## src/rtl/pe_cfg_pkg.sv

```systemverilog
// pe_cfg_pkg: PE geometry, per-layer weight-length table and scheduler state encoding
package pe_cfg_pkg;
    localparam int CFG_IA_ROW     = 16;
    localparam int CFG_IA_COL     = 16;
    localparam int CFG_H_STEP     = 16;
    localparam int CFG_NUM_SETS   = 3;
    localparam int CFG_IA_CHANNEL = 8;
    localparam int CFG_W_C_LENGTH = 474;
    localparam int LEN_W          = $clog2(CFG_W_C_LENGTH);

    localparam int W_C_LENGTH_L1_S0 = 123;
    localparam int W_C_LENGTH_L1_S1 = 130;
    localparam int W_C_LENGTH_L1_S2 = 124;
    localparam int W_C_LENGTH_L2_S0 = 474;
    localparam int W_C_LENGTH_L2_S1 = 460;
    localparam int W_C_LENGTH_L2_S2 = 446;

    typedef enum logic [2:0] {
        ST_IDLE, ST_LOAD, ST_RUN, ST_WB, ST_RELEASE, ST_ADV, ST_DONE
    } state_e;

    // One extra bit keeps len+31 from overflowing at the maximum length.
    function automatic logic [LEN_W-1:0] w_iters_of(input logic [LEN_W-1:0] len);
        return LEN_W'(({1'b0, len} + (LEN_W + 1)'(31)) >> 5);
    endfunction

    function automatic logic [LEN_W-1:0] w_len_of(input logic layer, input logic [1:0] s);
        int l1, l2;
        l1 = (s == 2'd0) ? W_C_LENGTH_L1_S0 : (s == 2'd1) ? W_C_LENGTH_L1_S1 : W_C_LENGTH_L1_S2;
        l2 = (s == 2'd0) ? W_C_LENGTH_L2_S0 : (s == 2'd1) ? W_C_LENGTH_L2_S1 : W_C_LENGTH_L2_S2;
        return LEN_W'(layer ? l2 : l1);
    endfunction
endpackage

```

## src/rtl/tile_counter.sv

```systemverilog
// tile_counter: nested set / row-tile / column counter with a last-tile flag
module tile_counter #(
    parameter int NUM_SETS = 3,
    parameter int IA_ROW   = 16,
    parameter int H_STEP   = 16,
    parameter int IA_COL   = 16
) (
    input  logic                      i_clk,
    input  logic                      i_rst_n,
    input  logic                      i_clr,
    input  logic                      i_step,
    output logic [1:0]                o_s,
    output logic [$clog2(IA_ROW)-1:0] o_h,
    output logic [$clog2(IA_COL)-1:0] o_w,
    output logic                      o_last
);
    localparam int HW = $clog2(IA_ROW);
    localparam int WW = $clog2(IA_COL);

    logic [1:0]    s_q, s_d;
    logic [HW-1:0] h_q, h_d;
    logic [WW-1:0] w_q, w_d;
    logic          w_end, h_end, s_end;

    always_comb begin
        w_end = w_q == WW'(IA_COL - 1);
        h_end = h_q == HW'(IA_ROW - H_STEP);
        s_end = s_q == 2'(NUM_SETS - 1);
        w_d   = (i_clr || w_end) ? '0 : w_q + 1'b1;
        h_d   = (i_clr || (w_end && h_end)) ? '0 : w_end ? h_q + HW'(H_STEP) : h_q;
        s_d   = i_clr ? '0 : (w_end && h_end) ? s_q + 1'b1 : s_q;
    end

    always_ff @(posedge i_clk or negedge i_rst_n) begin
        if (!i_rst_n) begin
            s_q <= '0;
            h_q <= '0;
            w_q <= '0;
        end else if (i_clr || i_step) begin
            s_q <= s_d;
            h_q <= h_d;
            w_q <= w_d;
        end
    end

    assign o_s    = s_q;
    assign o_h    = h_q;
    assign o_w    = w_q;
    assign o_last = s_end && h_end && w_end;
endmodule

```

## src/rtl/pe_sched_ctrl.sv

```systemverilog
// pe_sched_ctrl: layer sequencer that walks every (set, row tile, column) and runs
// the PE start/finish handshake plus the OA write-back handshake once per tile
module pe_sched_ctrl
    import pe_cfg_pkg::*;
#(
    parameter int IA_ROW     = CFG_IA_ROW,
    parameter int IA_COL     = CFG_IA_COL,
    parameter int H_STEP     = CFG_H_STEP,
    parameter int NUM_SETS   = CFG_NUM_SETS,
    parameter int IA_CHANNEL = CFG_IA_CHANNEL,
    parameter int W_C_LENGTH = CFG_W_C_LENGTH
) (
    input  logic                          i_clk,
    input  logic                          i_rst_n,
    input  logic                          i_start,
    input  logic                          i_layer,
    output logic                          o_busy,
    output logic                          o_done,
    output logic                          o_pe_start,
    input  logic                          i_pe_finish,
    output logic [$clog2(IA_ROW)-1:0]     o_ia_h,
    output logic [$clog2(IA_COL)-1:0]     o_ia_w,
    output logic [1:0]                    o_w_s,
    output logic [$clog2(W_C_LENGTH)-1:0] o_w_len,
    output logic [$clog2(W_C_LENGTH)-1:0] o_w_iters,
    output logic [$clog2(IA_CHANNEL)-1:0] o_ia_len,
    output logic [$clog2(IA_CHANNEL)-1:0] o_ia_iters,
    output logic                          o_oa_valid,
    input  logic                          i_oa_ready
);
    localparam int HW = $clog2(IA_ROW);
    localparam int WW = $clog2(IA_COL);
    localparam int LW = $clog2(W_C_LENGTH);
    localparam int CW = $clog2(IA_CHANNEL);

    state_e        state_q;
    logic          layer_q, busy_q, done_q, pe_start_q, oa_valid_q;
    logic [HW-1:0] ia_h_q, h;
    logic [WW-1:0] ia_w_q, w;
    logic [1:0]    w_s_q, s;
    logic [LW-1:0] w_len_q, w_iters_q, len;
    logic          last;

    tile_counter #(
        .NUM_SETS(NUM_SETS), .IA_ROW(IA_ROW), .H_STEP(H_STEP), .IA_COL(IA_COL)
    ) u_cnt (
        .i_clk  (i_clk),
        .i_rst_n(i_rst_n),
        .i_clr  (state_q == ST_IDLE && i_start),
        .i_step (state_q == ST_ADV && !last),
        .o_s    (s),
        .o_h    (h),
        .o_w    (w),
        .o_last (last)
    );

    assign len = LW'(w_len_of(layer_q, s));

    // Start stays high through WB so the PE keeps its OA outputs frozen until accepted.
    always_ff @(posedge i_clk or negedge i_rst_n) begin
        if (!i_rst_n) begin
            state_q    <= ST_IDLE;
            layer_q    <= 1'b0;
            busy_q     <= 1'b0;
            done_q     <= 1'b0;
            pe_start_q <= 1'b0;
            oa_valid_q <= 1'b0;
            ia_h_q     <= '0;
            ia_w_q     <= '0;
            w_s_q      <= '0;
            w_len_q    <= '0;
            w_iters_q  <= '0;
        end else begin
            case (state_q)
                ST_IDLE: if (i_start) begin
                    state_q <= ST_LOAD;
                    layer_q <= i_layer;
                    busy_q  <= 1'b1;
                end
                ST_LOAD: begin
                    state_q    <= ST_RUN;
                    ia_h_q     <= h;
                    ia_w_q     <= w;
                    w_s_q      <= s;
                    w_len_q    <= len;
                    w_iters_q  <= LW'(w_iters_of(LEN_W'(len)));
                    pe_start_q <= 1'b1;
                end
                ST_RUN: if (i_pe_finish) begin
                    state_q    <= ST_WB;
                    oa_valid_q <= 1'b1;
                end
                ST_WB: if (i_oa_ready) begin
                    state_q    <= ST_RELEASE;
                    oa_valid_q <= 1'b0;
                    pe_start_q <= 1'b0;
                end
                ST_RELEASE: if (!i_pe_finish) state_q <= ST_ADV;
                ST_ADV: begin
                    state_q <= last ? ST_DONE : ST_LOAD;
                    done_q  <= last;
                end
                ST_DONE: begin
                    state_q <= ST_IDLE;
                    done_q  <= 1'b0;
                    busy_q  <= 1'b0;
                end
                default: state_q <= ST_IDLE;
            endcase
        end
    end

    assign o_busy     = busy_q;
    assign o_done     = done_q;
    assign o_pe_start = pe_start_q;
    assign o_oa_valid = oa_valid_q;
    assign o_ia_h     = ia_h_q;
    assign o_ia_w     = ia_w_q;
    assign o_w_s      = w_s_q;
    assign o_w_len    = w_len_q;
    assign o_w_iters  = w_iters_q;
    assign o_ia_len   = CW'(IA_CHANNEL - 1);
    assign o_ia_iters = '0;
endmodule

```

## config.mk

```make
export PLATFORM = sky130hd
export DESIGN_NAME = pe_sched_ctrl
export DESIGN_NICKNAME = d
export VERILOG_FILES = /design/src/rtl/pe_cfg_pkg.sv /design/src/rtl/tile_counter.sv /design/src/rtl/pe_sched_ctrl.sv
export SDC_FILE = /design/constraint.sdc
export NUM_CORES = 1
export LEC_CHECK = 0
export BUFFER_PORTS_ARGS = -buffer_cell sky130_fd_sc_hd__clkbuf_2
export CAP_MARGIN = 15
export CORE_MARGIN = 2
export CORE_UTILIZATION = 56
export DETAILED_ROUTE_END_ITERATION = 7
export GPL_ROUTABILITY_DRIVEN = 1
export GPL_TIMING_DRIVEN = 0
export PLACE_DENSITY = 0.87
export SYNTH_ARGS = -nofsm -noshare
export SYNTH_HDL_FRONTEND = slang
export SYNTH_SLANG_ARGS = --single-unit
```

## constraint.sdc

```tcl
create_clock -name i_clk -period 2.9 [get_ports i_clk]
set_input_delay 0.58 -clock i_clk [delete_from_list [all_inputs] [get_ports i_clk]]
set_output_delay 0.58 -clock i_clk [all_outputs]
set_load 0.02 [all_outputs]
```

# ---- Yosys cells after proc, flatten, opt, wreduce, memory -nomap -nowiden
# Cells that the tools add are included.
dict set report word_totals {
  ff_bits 42
  in_bits 6
  out_inout_bits 38
  elab_cells 76
}
dict set report op_classes {
  addsub 3
  n_eq_ne 13
  muxes 22
  reduce_logical 24
}
# op count
set ops {}
lappend ops {{one-hot mux 3 bit (6 select lines)} 1}
lappend ops {{2-to-1 mux 8 bit} 2}
lappend ops {{2-to-1 mux 3 bit} 5}
lappend ops {{2-to-1 mux 7 bit} 2}
lappend ops {{adder 9 x 5 -> 10 bit, second input constant} 1}
lappend ops {{AND reduction 2 bit} 5}
lappend ops {{nonzero test 2 bit} 5}
lappend ops {{equality test 3 bit, second input constant} 3}
lappend ops {{2-to-1 mux 9 bit} 1}
lappend ops {{2-to-1 mux 4 bit} 2}
lappend ops {{!= test 2 bit, second input constant} 4}
lappend ops {{one-hot mux 1 bit (2 select lines)} 4}
lappend ops {{equality test 3 x 2 -> 1 bit, second input constant} 2}
lappend ops {{logical AND 1 bit} 5}
lappend ops {{adder 4 x 1 -> 4 bit, second input constant} 1}
lappend ops {{equality test 4 bit, second input constant} 1}
lappend ops {{zero test 4 bit} 1}
lappend ops {{2-to-1 mux 2 bit} 2}
lappend ops {{AND reduction 4 bit} 1}
lappend ops {{equality test 3 x 1 -> 1 bit, second input constant} 1}
lappend ops {{zero test 3 bit} 1}
lappend ops {{logical OR 1 bit} 3}
lappend ops {{2-to-1 mux 1 bit} 3}
lappend ops {{AND reduction 3 bit} 1}
lappend ops {{5 further kinds} 5}

# ---- Depth between registers and ports, before layout
# Gate-level depths: netlist of the first run.
dict set report depth {
  word_depth 7
  ltp_mapped 7
  depth_no_buf 7
}

# ---- Modules after synthesis
# A second synthesis of the first run with hierarchy kept.
dict set report unflattened {
  hier_cells 198
  hier_area_um2 1844.3
}
# mod n_inst cells_each area_per_inst_um2 seq_area_each_um2
set modules_own_cells {}
lappend modules_own_cells {pe_sched_ctrl 1 160 1505.2 800.8}
lappend modules_own_cells {tile_counter 1 38 339.1 150.1}

# ---- Worst setup path before layout of the first run
# Ideal clock, no wire load.
dict set report synth_timing {
  path_type {input port to flip-flop}
  start {input port i_start}
  end {register layer_q}
  setup_time_ns 0.125
  arrival_ns 1.435
  t_required_ns 2.775
  path_slack_ns 1.340
  path_stages 3
  n_path_buf 1
  path_cell_list {or4b_1 -> buf_2 -> mux2_4}
}
dict set report synth_via {
  elab_chain_len 1
}
# element line
set synth_rtl {}
lappend synth_rtl {{start: declaration} pe_sched_ctrl.sv:15} ;# input logic i_start,
lappend synth_rtl {{AND reduction 2 bit (no line)} --}
lappend synth_rtl {{end signal: assignment} pe_sched_ctrl.sv:77} ;# layer_q <= i_layer;
lappend synth_rtl {{end: declaration} pe_sched_ctrl.sv:37} ;# logic layer_q, busy_q, done_q, pe_start_q, oa_valid_q;
# No other way between the ends.
# A chain may end at the register's enable or synchronous reset.

# ---- Worst setup path after layout of the first run
dict set report layout_timing {
  start {register u_cnt.s_q[0] (netlist: u_cnt.o_s[0])}
  end {register w_iters_q[2] (netlist: o_w_iters[2])}
}
dict set report layout_via {
  elab_chain_len 5
  elab_cells_between_ends 8
  classes_between {add/sub (1); eq/ne (1); mux (5); reduce/logical (1)}
}
# element line
set layout_rtl {}
lappend layout_rtl {{start: declaration} tile_counter.sv:20} ;# logic [1:0] s_q, s_d;
lappend layout_rtl {{start signal: assignment} tile_counter.sv:36} ;# s_q <= '0;
lappend layout_rtl {{start signal: assignment} tile_counter.sv:40} ;# s_q <= s_d;
lappend layout_rtl {{equality test 2 x 1 -> 1 bit} {pe_cfg_pkg.sv:29, pe_cfg_pkg.sv:30}}
lappend layout_rtl {{2-to-1 mux 8 bit / 2-to-1 mux 7 bit (equally long branches) (2 in series)} {pe_cfg_pkg.sv:29, pe_cfg_pkg.sv:30}}
lappend layout_rtl {{2-to-1 mux 9 bit (*)} pe_cfg_pkg.sv:31} ;# return LEN_W'(layer ? l2 : l1);
lappend layout_rtl {{named net len[5]} pe_sched_ctrl.sv:41} ;# logic [LW-1:0] w_len_q, w_iters_q, len;
lappend layout_rtl {{adder 9 x 5 -> 10 bit (*)} pe_cfg_pkg.sv:24} ;# return LEN_W'(({1'b0, len} + (LEN_W + 1)'(31)) >> 5);
lappend layout_rtl {{end signal: assignment} pe_sched_ctrl.sv:86} ;# w_iters_q <= LW'(w_iters_of(LEN_W'(len)));
lappend layout_rtl {{end: declaration} pe_sched_ctrl.sv:41}
# Mark *: on every way through the listed nets, which the timed path passes. The rest lies on a longest branch.

==> results_dict.tcl, run 1 <==
set metrics [dict create \
    place_worst_setup_slack_ps 1190 \
    largest_net_degree_at_the_start_of_global_routing 35 \
    clock_path_buffers 2 \
    power_density_mw_per_mm2 923 \
    worst-slew-pin-transition_ps 815 \
    io_pins 44 \
    async_reset_ff_frac 1.00 \
    synth.top_cells.by_area "dfrtp_1 49%, nand2_1 9.1%, buf_4 6.1%, ha_1 5.1%, o21ai_1 2.9%" \
    timing.fmax_mhz 599 \
    critical_path.cell_chain "inv_1 > ha_1 > mux2i_1 > ha_1 > xor2_1 > o21ai_1" \
    clkTransAtPathRegs_ps 100 \
    post-cts-setup-buffer-count 0 \
    route.vias.total 1393 \
    grt_pass1_wl_um 5310 \
    finalWorstSetupSlack_ps 1230 \
    core.rowCount 20 \
    detailedRoute.firstPassIterationCount 5 \
    layout.cells.most_common_list "42 x nand2_1, 34 x dfrtp_1, 29 x clkbuf_2" \
    postLayoutCellArea_mm2 0.00202 \
    post-route-drc-count 0 \
    slew_viol_final 0 \
    placeableCoreArea_mm2 0.00300 \
    max_slew_margin 0.457 \
    synth-xor-area-share 0.00507 \
    worstPathMaxFanout 5 \
    largest_family_of_logic_cells_by_synthesized_area "simple AND/OR/NAND/NOR gates" \
    register_area_um2 851 \
    post_cts_hold_buffer_count 0 \
    fin_crit_sh 0.575 \
    global_route.overflow_total 0 \
    drt.antenna.violating_nets 0 \
    root_buffer "clkbuf_4" \
    multi_input_area_um2 756 \
    worstSetupPathType "reg2reg" \
    h-tree-depth 2 \
    initial_utilization 0.576 \
    critPathArrivalTime_ps 1900 \
    grt_antenna_before_repair 0 \
    timing_hold_violations_final 0 \
    worst_path_most_repeated_cell "ha_1" \
    final_common_cell "nand2_1" \
    area_fraction_of_the_dominant_cell_type_after_synthesis 0.492 \
    min_path_type "in2async" \
    worst_setup_path_end_kind "flip-flop" \
    startpoint_type "flip-flop" \
    total_leakage_power_nw 1.05 \
    post_dp_cell_area_mm2 0.00196 \
    gp_congestion 0.792 \
    clock_sinks 34 \
    flow.area_growth_from_synthesis_pct 16.9 \
    iteration_0_drc_markers 30 \
    yosys-mux-area-fraction 0.0384 \
    synth_adder_area_share 0.0507 \
    post-route-min-period_ps 1670 \
    avgRoutedWirePerCell_um 11.8 \
    first_global_vias 1213 \
    critical_path.reg2reg.startpoint "u_cnt.o_s[0]" \
    synthSimpleGateAreaFrac 0.190 \
    status "finished, final reports clean" \
    cap_violations 0 \
    cell_area_after_synthesis_mm2 0.00173 \
    critical_path.max_stage_delay_ps 440 \
    tot_pwr_mw 1.86 \
    setup_viol 0 \
    fin_setup_tns_ps 0 \
    slowest_library_cell_on_the_worst_path "dfrtp_1" \
    cts-buffers-inserted 5 \
    synth.ff_latch_count 34 \
    synthFlopType "dfrtp_1" \
    yosys.cell_types.count 39 \
    finalWirelength_um 3160 \
    port_buffers 29 \
    ir_worst_vdd_uv 499 \
    worstPathRequired_ps 3130 \
    later_pin_clock_latency_in_the_skew_report_ps 340 \
    rsz_0062_raised_after_global_routing "no" \
    fill_cells 263 \
    layout.nets 246 \
    cts_resized 0 \
    n_antenna_cell 0 \
    compound_gate_portion_of_the_synthesized_area 0.123 \
    ys.warnings.count 0 \
    global_route.usage.total 0.198 \
    layout-drive-gt1-share 0.231 \
    synthCells 185 \
    synth_largest_area_cell "dfrtp_1" \
    die_height_um 59.6 \
    vias_per_cell 5.22 \
    synthesis.area_per_instance_um2 9.35 \
    finClkSkew_ps 6.54 \
    dp.final_hpwl_um 2270 \
    fp.dieW_um 59.6 \
    number_of_synthesized_flops_with_an_enable_pin 0 \
    crit_start "u_cnt.o_s[0]" \
    total_die_area_mm2 0.00355 \
    cts_tree "built" \
    synth_seq_area_share 0.492 \
]
stage by stage:
stage,hold slack (ps),utilization,cells
global placement,455,0.653,259
CTS,346,0.673,267
floorplan,284,-,197
detailed placement,456,0.653,259
global route,372,0.673,267
finish,315,0.673,267
logic make-up after synthesis:
kind of cell / count (synthesis)
other: 2
and+or+nand+nor: 69
DFF: 34
adders and majority gates: 7
xor gates and xnor gates: 1
buffers and inverters: 30
muxes: 6
AOI/OAI and AO/OA: 36
final timing paths:
path | endpoint | cells after the start | slack [ps]
setup / recovery | o_w_iters[2] | 6 | 1230
hold / removal | o_w_len[2] | 1 | 320
setup reg to reg | o_w_iters[2] | 6 | 1230
hold reg to reg | o_w_iters[4] | 2 | 470
max in group asynchronous | o_ia_w[0] | 1 | 2070
min in group i_clk | o_w_iters[4] | 2 | 470
cell type report:
type                       instances  share of cell area
multi-input combinational        133               0.374
inverter                           7              0.0130
clock buffer                       7              0.0272
timing repair buffer              29              0.0718
tap                               33              0.0204
clock inverter                     1             0.00248
buffer                            23              0.0700
sequential                        34               0.421
synth_stat cells (3+ instances only):
| library cell | instances |
|---|---|
| dfrtp_1 | 34 |
| o211ai_1 | 3 |
| o21ai_0 | 6 |
| nand3_1 | 4 |
| nor3_1 | 3 |
| o21ai_1 | 10 |
| nor3b_1 | 3 |
| a21oi_1 | 6 |
| nor2_1 | 4 |
| clkbuf_1 | 5 |
| mux2i_1 | 4 |
| nand2_1 | 42 |
| inv_1 | 7 |
| a31oi_1 | 3 |
| buf_4 | 14 |
| ha_1 | 7 |
where the power goes:
part	switching, mW	internal, mW
combinational	0.545	0.301
clock	0.156	0.117
sequential	0.110	0.635
per-layer routing:
metal	vias to the layer above	part of all wire	global-route usage
li1	695	-	-
met5	-	0	0
met2	43	0.47	0.320
met1	647	0.46	0.257
met4	0	0.019	0.0857
met3	8	0.047	0.0393
sequential cells by signal (all words and copies together) (netlist names), 2 cells and up:
signal / count
o_ia_w: 4
o_w_s: 2
u_cnt.o_w: 4
u_cnt.o_s: 2
state_q: 3
o_w_iters: 5
o_w_len: 9
critical path, delay by kind of cell, from the launching register on:
kind                     cells  cell delay (ps)
flip-flops                   1              440
AO/OA/AOI/OAI                1               70
buffers and inverters        1              140
adder cells (fa/ha/maj)      2              490
XOR/XNOR                     1              160
multiplexers                 1              250
No activity file was read; power rests on OpenSTA's default activity.
==> run 2, diff against run 1 <==
--- a/config.mk
+++ b/config.mk
@@ -8,11 +8,11 @@
 export BUFFER_PORTS_ARGS = -buffer_cell sky130_fd_sc_hd__clkbuf_2
 export CAP_MARGIN = 15
 export CORE_MARGIN = 2
-export CORE_UTILIZATION = 56
+export CORE_UTILIZATION = 52
 export DETAILED_ROUTE_END_ITERATION = 7
 export GPL_ROUTABILITY_DRIVEN = 1
 export GPL_TIMING_DRIVEN = 0
-export PLACE_DENSITY = 0.87
+export PLACE_DENSITY = 0.81
 export SYNTH_ARGS = -nofsm -noshare
 export SYNTH_HDL_FRONTEND = slang
 export SYNTH_SLANG_ARGS = --single-unit
==> constraint.sdc (replaced) <==
create_clock -name i_clk -period 1.55 [get_ports i_clk]
set_input_delay 0.31 -clock i_clk [delete_from_list [all_inputs] [get_ports i_clk]]
set_output_delay 0.31 -clock i_clk [all_outputs]
set_load 0.02 [all_outputs]
==> results_dict.tcl, run 2 (synthesis gave the netlist of run 1 again) <==
set metrics [dict create \
    clock_sinks 34 \
    critical_path.max_stage_delay_ps 470 \
    violations_in_the_final_reports "setup timing" \
    rsz_0062_raised_after_global_routing "yes" \
    largest_net_degree_at_the_start_of_global_routing 35 \
    tot_pwr_mw 3.62 \
    clock_path_buffers 2 \
    first_global_vias 1242 \
    slowest_library_cell_on_the_worst_path "dfrtp_2" \
    fin_crit_sh 1.01 \
    timing.fmax_mhz 637 \
    avgRoutedWirePerCell_um 12.0 \
    ir_worst_vdd_uv 761 \
    layout-drive-gt1-share 0.314 \
    n_antenna_cell 0 \
    gp_congestion 0.804 \
    worstSetupPathType "reg2reg" \
    final_common_cell "nand2_1" \
    setup_viol 1 \
    post-route-drc-count 0 \
    route.vias.total 1409 \
    worst-slew-pin-transition_ps 808 \
    iteration_0_drc_markers 42 \
    number_of_flip_flops_under_the_largest_register_name 9 \
    finalWorstSetupSlack_ps -19.3 \
    dp.final_hpwl_um 2310 \
    startpoint_type "flip-flop" \
    grt_antenna_before_repair 0 \
    total_die_area_mm2 0.00380 \
    finalWirelength_um 3380 \
    fin_setup_tns_ps -19.3 \
    finalHoldWorstSlack_ps 25.2 \
    detailedRoute.firstPassIterationCount 4 \
    worst_setup_path_end_kind "flip-flop" \
    global_route.overflow_total 0 \
    worstPathMaxFanout 4 \
    fp.dieW_um 61.7 \
    power_density_mw_per_mm2 1680 \
    cap_violations 0 \
    fin_util 0.696 \
    multi_input_area_um2 827 \
    slew_viol_final 0 \
    grt_pass1_wl_um 5300 \
    postLayoutCellArea_mm2 0.00216 \
    port_buffers 29 \
    root_buffer "clkbuf_4" \
    total_leakage_power_nw 1.08 \
    later_pin_clock_latency_in_the_skew_report_ps 350 \
    initial_utilization 0.557 \
    h-tree-depth 2 \
    layout.cells.most_common_list "42 x nand2_1, 32 x dfrtp_1, 31 x clkbuf_2" \
    placeableCoreArea_mm2 0.00310 \
    clkTransAtPathRegs_ps 110 \
    cts-buffers-inserted 5 \
    post-route-min-period_ps 1570 \
    worstPathRequired_ps 1790 \
    finClkSkew_ps 8.10 \
    drt.antenna.violating_nets 0 \
    post_cts_hold_buffer_count 0 \
    global_route.usage.total 0.193 \
    critical_path.cell_chain "inv_4 > ha_1 > and4_1 > o31a_1 > o21a_1" \
    fill_cells 271 \
    max_slew_margin 0.462 \
    post_dp_cell_area_mm2 0.00197 \
    cts_tree "built" \
    die_height_um 61.7 \
    status "finished, violations left" \
    min_path_type "in2async" \
    timing_hold_violations_final 0 \
    layout.nets 251 \
    vias_per_cell 4.98 \
    io_pins 44 \
    core.rowCount 20 \
    register_area_um2 853 \
    critPathArrivalTime_ps 1810 \
    flow.area_growth_from_synthesis_pct 25.0 \
]
run 2: cell types whose count changed in the layout (fill, tap and decap cells not counted), sizes merged:
| cell | previous run | this run |
|---|---|---|
| buf | 18 | 22 |
| clkinvlp | 0 | 1 |
run 2: routing by layer:
metal	part of all wire	track usage
met4	0.014	0.0912
met5	0	0
met2	0.51	0.323
met1	0.43	0.238
met3	0.050	0.0378
run 2: repair_timing:
action                                  CTS  global route
buffers inserted                          1             4
pin swaps                                 0             1
gates resized for setup                   7            18
endpoints found under the setup margin   11            19
run 2: area by class of cell:
cell class,instances,share of cell area
sequential,34,0.395
multi-input combinational,133,0.383
timing repair buffer,34,0.0845
buffer,23,0.0683
tap,44,0.0255
clock buffer,6,0.0237
inverter,7,0.0145
clock inverter,2,0.00579
run 2: worst max-delay path: cells and delay by family (launching register included):
kind | cells | cell delay, ps
flops | 1 | 470
buf+inv | 1 | 70
fa+ha+maj | 1 | 240
compound gates | 2 | 460
simple gates | 1 | 210
run 2: power breakdown:
part / switching, mW / internal, mW
sequential: 0.211 / 1.19
combinational: 1.05 / 0.637
clock: 0.322 / 0.218
run 2: worst paths after layout:
path	from	to	slack, ps	depth (start not counted)
setup reg to reg	u_cnt.o_s[0]	u_cnt.o_w[3]	-20	5
max in group asynchronous	i_rst_n	state_q[0]	970	1
setup / recovery	u_cnt.o_s[0]	u_cnt.o_w[3]	-20	5
hold / removal	i_rst_n	o_w_iters[2]	30	1
min in group i_clk	i_layer	layer_q	210	2
hold reg to reg	o_w_len[0]	o_w_len[0]	480	2
run 2: metrics by stage:
stage	std cells	setup WS (ps)
6_report	283	-19.3
5_1_grt	283	-72.5
4_1_cts	279	-20.2
3_5_place_dp	270	-93.8
3_3_place_gp	270	-56.5
2_1_floorplan	197	54.7
